[config.mk]
export PLATFORM = sky130hd
export DESIGN_NAME = serial_pattern_gen_flat
export DESIGN_NICKNAME = d
export VERILOG_FILES = /design/src/rtl/seq_gen_pkg.sv /design/src/rtl/serial_pattern_gen_if.sv /design/src/rtl/seq_shift_reg.sv /design/src/rtl/serial_pattern_gen.sv /design/src/flat_wrapper.sv
export SDC_FILE = /design/constraint.sdc
export NUM_CORES = 1
export LEC_CHECK = 0
export CORE_MARGIN = 3
export CORE_UTILIZATION = 51
export CTS_CLUSTER_DIAMETER = 80
export DETAILED_ROUTE_END_ITERATION = 6
export PLACE_DENSITY_LB_ADDON = 0.1
export SYNTH_ARGS = -nofsm -noshare
export SYNTH_HDL_FRONTEND = slang
export SYNTH_SLANG_ARGS = --single-unit
[constraint.sdc]
create_clock -name clock -period 3 [get_ports clock]
set_input_delay 0.6 -clock clock [delete_from_list [all_inputs] [get_ports clock]]
set_output_delay 0.6 -clock clock [all_outputs]
set_load 0.05 [all_outputs]
[src/rtl/seq_gen_pkg.sv]
// Shared definitions for the serial pattern generator and the benches that drive
// the bit-sequence detectors.
package seq_gen_pkg;

    typedef enum logic [1:0] {
        IDLE = 2'd0,
        SEND = 2'd1,
        GAP  = 2'd2
    } state_e;

    localparam int GAP_W = 8;

    localparam logic [3:0] PAT_1011 = 4'b1011;
    localparam logic [3:0] PAT_1101 = 4'b1101;

    // Width of a bit-index field for a pattern of max_len bits (never below 1).
    function automatic int len_w_f(input int max_len);
        return (max_len < 2) ? 1 : $clog2(max_len);
    endfunction

endpackage

[src/rtl/serial_pattern_gen_if.sv]
// Load and serial-output signals of serial_pattern_gen, seen from the user (master)
// and from the generator (slave).
interface serial_pattern_gen_if #(
    parameter int MAX_LEN = 16,
    parameter int LEN_W   = seq_gen_pkg::len_w_f(MAX_LEN),
    parameter int REP_W   = 8
);
    // Handshake: a load transfers on a rising edge where load_valid && load_ready;
    // load_ready is high only while idle, and a request seen while busy is dropped.
    logic               load_valid;
    logic               load_ready;
    logic [MAX_LEN-1:0] pattern;
    logic [LEN_W-1:0]   len_m1;
    logic [REP_W-1:0]   rep_m1;
    logic               abort;
    logic               sequence_out;
    logic               seq_active;
    logic               done;

    modport master (
        output load_valid, pattern, len_m1, rep_m1, abort,
        input  load_ready, sequence_out, seq_active, done
    );

    modport slave (
        input  load_valid, pattern, len_m1, rep_m1, abort,
        output load_ready, sequence_out, seq_active, done
    );

endinterface

[src/rtl/seq_shift_reg.sv]
// Captured pattern plus a bit-index down-counter; the index reloads to the
// captured length on the last bit so repeats need no extra load.
module seq_shift_reg #(
    parameter int MAX_LEN = 16,
    parameter int LEN_W   = 4
) (
    input  logic               clock,
    input  logic               reset,
    input  logic               load_i,
    input  logic               shift_i,
    input  logic [MAX_LEN-1:0] pattern_i,
    input  logic [LEN_W-1:0]   len_m1_i,
    output logic               last_bit_o,
    output logic               bit_out_o
);

    logic [MAX_LEN-1:0] pattern_q;
    logic [LEN_W-1:0]   len_q;
    logic [LEN_W-1:0]   idx_q;

    always_ff @(posedge clock or posedge reset) begin
        if (reset) begin
            pattern_q <= '0;
            len_q     <= '0;
            idx_q     <= '0;
        end else if (load_i) begin
            pattern_q <= pattern_i;
            len_q     <= len_m1_i;
            idx_q     <= len_m1_i;
        end else if (shift_i) begin
            idx_q <= (idx_q == '0) ? len_q : idx_q - 1'b1;
        end
    end

    assign last_bit_o = (idx_q == '0);
    assign bit_out_o  = pattern_q[idx_q];

endmodule

[src/rtl/serial_pattern_gen.sv]
// Serial pattern generator: shifts a loaded word out MSB-first, optionally
// repeating it with a fixed idle gap between repeats.
module serial_pattern_gen
    import seq_gen_pkg::*;
#(
    parameter int MAX_LEN    = 16,
    parameter int LEN_W      = len_w_f(MAX_LEN),
    parameter int REP_W      = 8,
    parameter int GAP_CYCLES = 0
) (
    input  logic                 clock,
    input  logic                 reset,
    serial_pattern_gen_if.slave  bus,
    output state_e               state_o
);

    localparam int               GAP_LOAD_I = (GAP_CYCLES > 0) ? GAP_CYCLES - 1 : 0;
    localparam logic [GAP_W-1:0] GAP_LOAD   = GAP_LOAD_I[GAP_W-1:0];

    state_e             state_q, state_d;
    logic [REP_W-1:0]   rep_q, rep_d;
    logic [GAP_W-1:0]   gap_q, gap_d;
    logic               done_q, done_d;
    logic               load;
    logic               shift;
    logic               last_bit;
    logic               bit_out;

    seq_shift_reg #(
        .MAX_LEN (MAX_LEN),
        .LEN_W   (LEN_W)
    ) u_shift (
        .clock      (clock),
        .reset      (reset),
        .load_i     (load),
        .shift_i    (shift),
        .pattern_i  (bus.pattern),
        .len_m1_i   (bus.len_m1),
        .last_bit_o (last_bit),
        .bit_out_o  (bit_out)
    );

    always_ff @(posedge clock or posedge reset) begin
        if (reset) begin
            state_q <= IDLE;
            rep_q   <= '0;
            gap_q   <= '0;
            done_q  <= 1'b0;
        end else begin
            state_q <= state_d;
            rep_q   <= rep_d;
            gap_q   <= gap_d;
            done_q  <= done_d;
        end
    end

    always_comb begin
        state_d = state_q;
        rep_d   = rep_q;
        gap_d   = gap_q;
        done_d  = 1'b0;
        load    = 1'b0;
        shift   = 1'b0;
        case (state_q)
            IDLE: begin
                // abort is deliberately not looked at here, so it cannot block a load
                if (bus.load_valid) begin
                    load    = 1'b1;
                    rep_d   = bus.rep_m1;
                    state_d = SEND;
                end
            end
            SEND: begin
                shift = 1'b1;
                if (bus.abort) begin
                    state_d = IDLE;
                end else if (last_bit) begin
                    if (rep_q == '0) begin
                        state_d = IDLE;
                        done_d  = 1'b1;
                    end else begin
                        rep_d = rep_q - 1'b1;
                        if (GAP_CYCLES != 0) begin
                            state_d = GAP;
                            gap_d   = GAP_LOAD;
                        end
                    end
                end
            end
            GAP: begin
                if (bus.abort) begin
                    state_d = IDLE;
                end else if (gap_q == '0) begin
                    state_d = SEND;
                end else begin
                    gap_d = gap_q - 1'b1;
                end
            end
            default: state_d = IDLE;
        endcase
    end

    // Outputs decode only flops, so reset clears them at once and inputs never reach them.
    assign bus.load_ready   = (state_q == IDLE);
    assign bus.seq_active   = (state_q == SEND);
    assign bus.sequence_out = (state_q == SEND) & bit_out;
    assign bus.done         = done_q;
    assign state_o          = state_q;

endmodule

[src/flat_wrapper.sv]
// flat-port wrapper written by rule: the top's interface ports become plain ports
module serial_pattern_gen_flat import seq_gen_pkg::*;
#(
    parameter int MAX_LEN    = 16,
    parameter int LEN_W      = len_w_f(MAX_LEN),
    parameter int REP_W      = 8,
    parameter int GAP_CYCLES = 0
)
  (clock, reset, state_o, bus_load_valid, bus_pattern, bus_len_m1, bus_rep_m1, bus_abort, bus_load_ready, bus_sequence_out, bus_seq_active, bus_done);
  serial_pattern_gen_if #(.MAX_LEN(MAX_LEN), .LEN_W(LEN_W), .REP_W(REP_W)) bus_i ();
  input  logic clock;
  input  logic reset;
  output state_e state_o;
  input wire logic [$bits(bus_i.load_valid)-1:0] bus_load_valid;
  input wire logic [$bits(bus_i.pattern)-1:0] bus_pattern;
  input wire logic [$bits(bus_i.len_m1)-1:0] bus_len_m1;
  input wire logic [$bits(bus_i.rep_m1)-1:0] bus_rep_m1;
  input wire logic [$bits(bus_i.abort)-1:0] bus_abort;
  output wire logic [$bits(bus_i.load_ready)-1:0] bus_load_ready;
  output wire logic [$bits(bus_i.sequence_out)-1:0] bus_sequence_out;
  output wire logic [$bits(bus_i.seq_active)-1:0] bus_seq_active;
  output wire logic [$bits(bus_i.done)-1:0] bus_done;
  assign bus_i.load_valid = bus_load_valid;
  assign bus_i.pattern = bus_pattern;
  assign bus_i.len_m1 = bus_len_m1;
  assign bus_i.rep_m1 = bus_rep_m1;
  assign bus_i.abort = bus_abort;
  assign bus_load_ready = bus_i.load_ready;
  assign bus_sequence_out = bus_i.sequence_out;
  assign bus_seq_active = bus_i.seq_active;
  assign bus_done = bus_i.done;
  serial_pattern_gen #(.MAX_LEN(MAX_LEN), .LEN_W(LEN_W), .REP_W(REP_W), .GAP_CYCLES(GAP_CYCLES)) u_core (.clock(clock), .reset(reset), .bus(bus_i), .state_o(state_o));
endmodule
Yosys cells after proc, flatten, opt, wreduce, memory -nomap -nowiden. Cells that the tools add are included.

RAM bits: 0. Bits in latches: 0. Memories: 0. Register bits after elaboration: 43. Logic and storage cells: 56. Bits in read-only memories: 0.

$mul: 0. Equal/unequal tests: 9. Add/subtract/negate cells: 3. Shifts and indexed selects: 0. Reduce and logical (&&, ||, !) cells: 9. Div/mod/pow operators: 0. Bitwise logic cells: 3. Order comparisons: 1. Mux-type cells: 24.

Operator list (count): 2-to-1 mux 8 bit (4); zero test 8 bit (2); case mux 8 bit (2 select lines) (1); subtractor 8 x 1 -> 8 bit (second input constant) (2); 2-to-1 mux 2 bit (6); 2-to-1 mux 4 bit (3); inequality test 3 x 2 -> 1 bit (second input constant) (3); 2-to-1 mux 1 bit (8); inequality test 2 bit (second input constant) (3); case mux 2 bit (3 select lines) (1); < comparator 4 x 5 -> 1 bit (second input constant) (1); AND reduction 5 bit (1); binary-select mux 1 bit (select 4 bit) (1); zero test 4 bit (1); AND reduction 4 bit (1); nonzero test 2 bit (2); subtractor 4 x 1 -> 4 bit (second input constant) (1); AND reduction 3 bit (1); equality test 2 x 1 -> 1 bit (second input constant) (1); equality test 2 bit (second input constant) (1); zero test 2 bit (1); inequality test 2 x 1 -> 1 bit (second input constant) (1); NOT 1 bit (2); AND 1 bit (1).

Logic depth before layout (Yosys ltp).
Depth after elaboration: 5. Depth in mapped cells: 8. Depth with buffers taken out: 6.

By module. A second synthesis with hierarchy kept.

Cell total of the unflattened synthesis: 163. Area total of the unflattened synthesis: 1846.8 sq um.

By module, submodules not included: seq_shift_reg (cells an instance 90, times used 1, area an instance 1167.4 sq um); serial_pattern_gen (cells an instance 73, times used 1, area an instance 679.4 sq um).

Worst setup path before layout. Ideal clock, no wire load.

Path kind: register to output. Start point: register u_core.u_shift.idx_q[0]. End point: output port bus_sequence_out. Buffers on the path: 1. Stages on the path, launching flop included: 5. Setup slack: 0.613 ns. Data arrival time: 1.787 ns. Cells stage by stage: dfrtp_1 > buf_2 > mux4_1 > mux4_2 > and2_1.

Longest elaborated chain between the ends: 3.

RTL lines: from (decl) (line seq_shift_reg.sv:19) `logic [LEN_W-1:0] idx_q;`; from (signal assigned) (line seq_shift_reg.sv:29) `idx_q <= len_m1_i;`; from (signal assigned) (line seq_shift_reg.sv:31) `idx_q <= (idx_q == '0) ? len_q : idx_q - 1'b1;`; binary-select mux 1 bit (select 4 bit) (line seq_shift_reg.sv:36) `assign bit_out_o = pattern_q[idx_q];`; 2-to-1 mux 1 bit (not written as such) (line seq_shift_reg.sv:36); AND 1 bit (line serial_pattern_gen.sv:106) `assign bus.sequence_out = (state_q == SEND) & bit_out;`; to (decl) (line flat_wrapper.sv:20) `output wire logic [$bits(bus_i.sequence_out)-1:0] bus_sequence_out;`.

Every way passes these cells. The select of a mux whose other input is x is not followed.

Worst setup path after layout. Same ends and word-level chain as after synthesis.

==> results.md <==
- Status: finished clean
- Static leakage: 1.07 nW
- Synthesized netlist cell count: 196
- Mean area per synthesized cell: 9.36 um^2
- Diodes inserted: 0
- First-pass GRT wire length: 6990 um
- Area of the multi-input gates: 890 um^2
- Post-synthesis simple-gate area fraction: 24.1%
- Seq/Total Area, Yosys: 46.4%
- Routed Antenna Nets: 0
- Cell area after layout: 2290 um^2
- Min Hold Slack: 0.494 ns
- Initial antenna violation count: 0
- Gr usage total: 21.4%
- Hold-fix buffers at CTS: 0
- Filler cells: 252
- Initial Util: 54.2%
- Final Total Pwr: 1.60 mW
- Final setup vio count: 0
- Final hold vios: 0
- Die area: 4350 um^2
- Die Y: 66.0 um
- Reg area: 852 um^2
- Arrival @ worst endpoint: 2.28 ns
- Via density: 5.57
- DR iter-0 viols: 161
- Final period utilization: 96.1%
- # Max-Cap Violations: 0
- Total grt overflow: 0
- Sequential power share: 44.2%
- Vias in the first global route: 1503
- Syn. warnings: 0
- Synth Area in Adders: 2.04%
- Core Box Area: 3390 um^2
- Largest family of logic cells by synthesized area: simple AND/OR/NAND/NOR gates
- Post-synthesis async set-or-reset flop share: 100%
- Clock Pin Slew Worst Setup and Hold Paths: 0.10 ns
- Nets: 266
- Clock power share: 21.5%
- Slew of the pin with the lowest slew margin: 0.582 ns
- Synth area leader: dfrtp_1
- Worst EP required: 2.40 ns
- Most frequent cell after synthesis: nand2_1
- Post-Syn Nets: 231
- Post-route DRC: 0
- Row count: 21
- Compound-Gate Fraction of Synth Area: 12.7%
- Setup slack after layout: 0.117 ns
- Synth cell types: 44
- Place WS: 0.440 ns
- Worst-path maximum fanout: 8
- Synth top area share: 46.4%
- Clk_lat worst skew: 0.34 ns
- Initial DRT Pass Iterations: 4
- Seq cells post-synth: 34
- Internal power: 1.04 mW
- Sw Share: 35.0%
- Layout cells sized above 1: 8.66%
- Post-synth top cells: nand2_1 (72), dfrtp_1 (34), clkbuf_1 (7), inv_1 (7)
- Clock root buffer: clkbuf_4
- Hpwl dp: 3070 um
- DIE WIDTH: 66.0 um
- Net Sw Power: 0.559 mW
- GP Congestion: 0.860
- Clock Skew: 0.00892 ns
- Mux cell area share after synthesis: 9.00%
- Setup TNS: 0 ns
- Crit Path Class: reg2out
- Final Max Tran Viols: 0
- Buffer levels on the longest clock path: 2
- TritonCTS Buffers: 5
- Max rail drop VDD: 0.378 mV
- H-tree depth: 2
- Most used flip-flop cell after synthesis: dfrtp_1
- Slew margin rel.: 61.1%
- Buffers on Ports: 36
- Post-Synth XOR/XNOR Area: 0.477%
- TritonCTS clock tree: yes
- Fmax: 0.347 GHz
- Min Tclk post-route: 2.88 ns
- Gate power share: 34.2%
- Largest net degree at the start of global routing: 35
- Critical Path Sink Type: primary output
- Startpoint types: flip-flop
- Final wirelength: 4160 um
- Post-DP Area: 2210 um^2
- Cell area after synthesis: 1840 um^2
- Post-synth EDFFs: 0
- Area Growth Syn to Fin: 25.0%
- RSZ-0062 raised after global routing: no
- DR WL/cell: 15.0 um
- Power Dens Cells: 695 nW/um^2
- Vias: 1544
- Hold Path Class: reg2reg
- CTS Sinks: 34
- IO Count: 38
- Synth area leaders: dfrtp_1 (46%), nand2_1 (15%), mux4_1 (4.3%), mux4_2 (2.5%), ha_1 (2.0%)
power by group through the flow:
stage / combinational, mW / clock, mW / sequential [mW]
4_1_cts: 0.552 / 0.351 / 0.701
3_5_place_dp: 0.550 / 0 / 0.710
5_1_grt: 0.610 / 0.370 / 0.722
3_3_place_gp: 0.520 / 0 / 0.703
6_report: 0.546 / 0.343 / 0.706
2_1_floorplan: 0.444 / 0 / 0.656
path summary, 6_finish.rpt:
check                                                         start  slack, ns                                        to  cells past startpoint
max reg2reg                     u_core.u_shift.idx_q[0]$_DFFE_PP0P_       0.48               u_core.rep_q[1]$_DFFE_PP0P_                      6
min in group asynchronous                                     reset       0.65   u_core.u_shift.pattern_q[3]$_DFFE_PP0P_                      3
max                             u_core.u_shift.idx_q[0]$_DFFE_PP0P_       0.12                          bus_sequence_out                      4
min reg2reg                u_core.u_shift.pattern_q[12]$_DFFE_PP0P_       0.49  u_core.u_shift.pattern_q[12]$_DFFE_PP0P_                      2
max in group asynchronous                                     reset       2.03       u_core.u_shift.idx_q[2]$_DFFE_PP0P_                      3
min                        u_core.u_shift.pattern_q[12]$_DFFE_PP0P_       0.49  u_core.u_shift.pattern_q[12]$_DFFE_PP0P_                      2
what timing repair did:
item,4_1_cts,5_1_grt
setup endpoints to repair,0,1
resized for setup,0,1
setup buffers,0,0
sequential cells by signal, summed over array words and instances (netlist names):
signal	cells
u_core.u_shift.pattern_q	16
u_core.rep_q	8
u_core.u_shift.idx_q	4
u_core.u_shift.len_q	4
u_core.bus.done	1
u_core.state_o	1
through the flow:
step	util (%)	instances
2_1_floorplan	-	196
3_3_place_gp	65.3	270
3_5_place_dp	65.3	270
4_1_cts	67.7	277
5_1_grt	67.7	277
6_report	67.7	277
cell type report:
type                    count  area share (%)
well taps                  46            2.51
inverters                   7            1.15
clock buffers               6            2.24
clock inverters             1            1.31
repair buffers             40            16.9
flip-flops and latches     34            37.1
multi-input cells         143            38.8
critical path, stage by stage (launching register included):
cell and delay, ns:
dfrtp_1 0.53, mux4_1 0.60, mux4_2 0.46, and2_1 0.17
buf_4 0.18
per-layer routing:
layer  GRT usage [%]  share of wire [%]
met5               0                  0
met4            7.36               0.77
met3            6.12                6.3
met2            36.7                 51
met1            25.6                 42
cells in the final DEF, fill, tap and decap left out, drive strengths merged, types with 2 or more instances in the layout:
master         netlist  routed
a21oi                4       4
clkdlybuf4s50        0      35
nand3                3       3
nor4                 3       3
buf                  5       5
o211a                3       3
a221oi               2       2
mux2i                3       3
and4                 2       2
nor3b                2       2
mux4                 5       5
inv                  7       7
nor2                 6       6
o32ai                2       2
nor2b                3       3
clkbuf               7       6
a311oi               2       2
ha                   3       3
nand2               72      72
nor3                 3       3
o21ai                7       7
and2                 2       2
dfrtp               34      34
logic make-up (layout without fill, tap and decap cells):
family,count (synthesis),in the layout
simple gates,100,100
flops,34,34
compound gates,29,29
buf+inv,19,54
mux,9,9
fa+ha+maj,3,3
other cells,1,1
xor+xnor,1,1
Note: power is estimated with default switching activity, not from simulation.
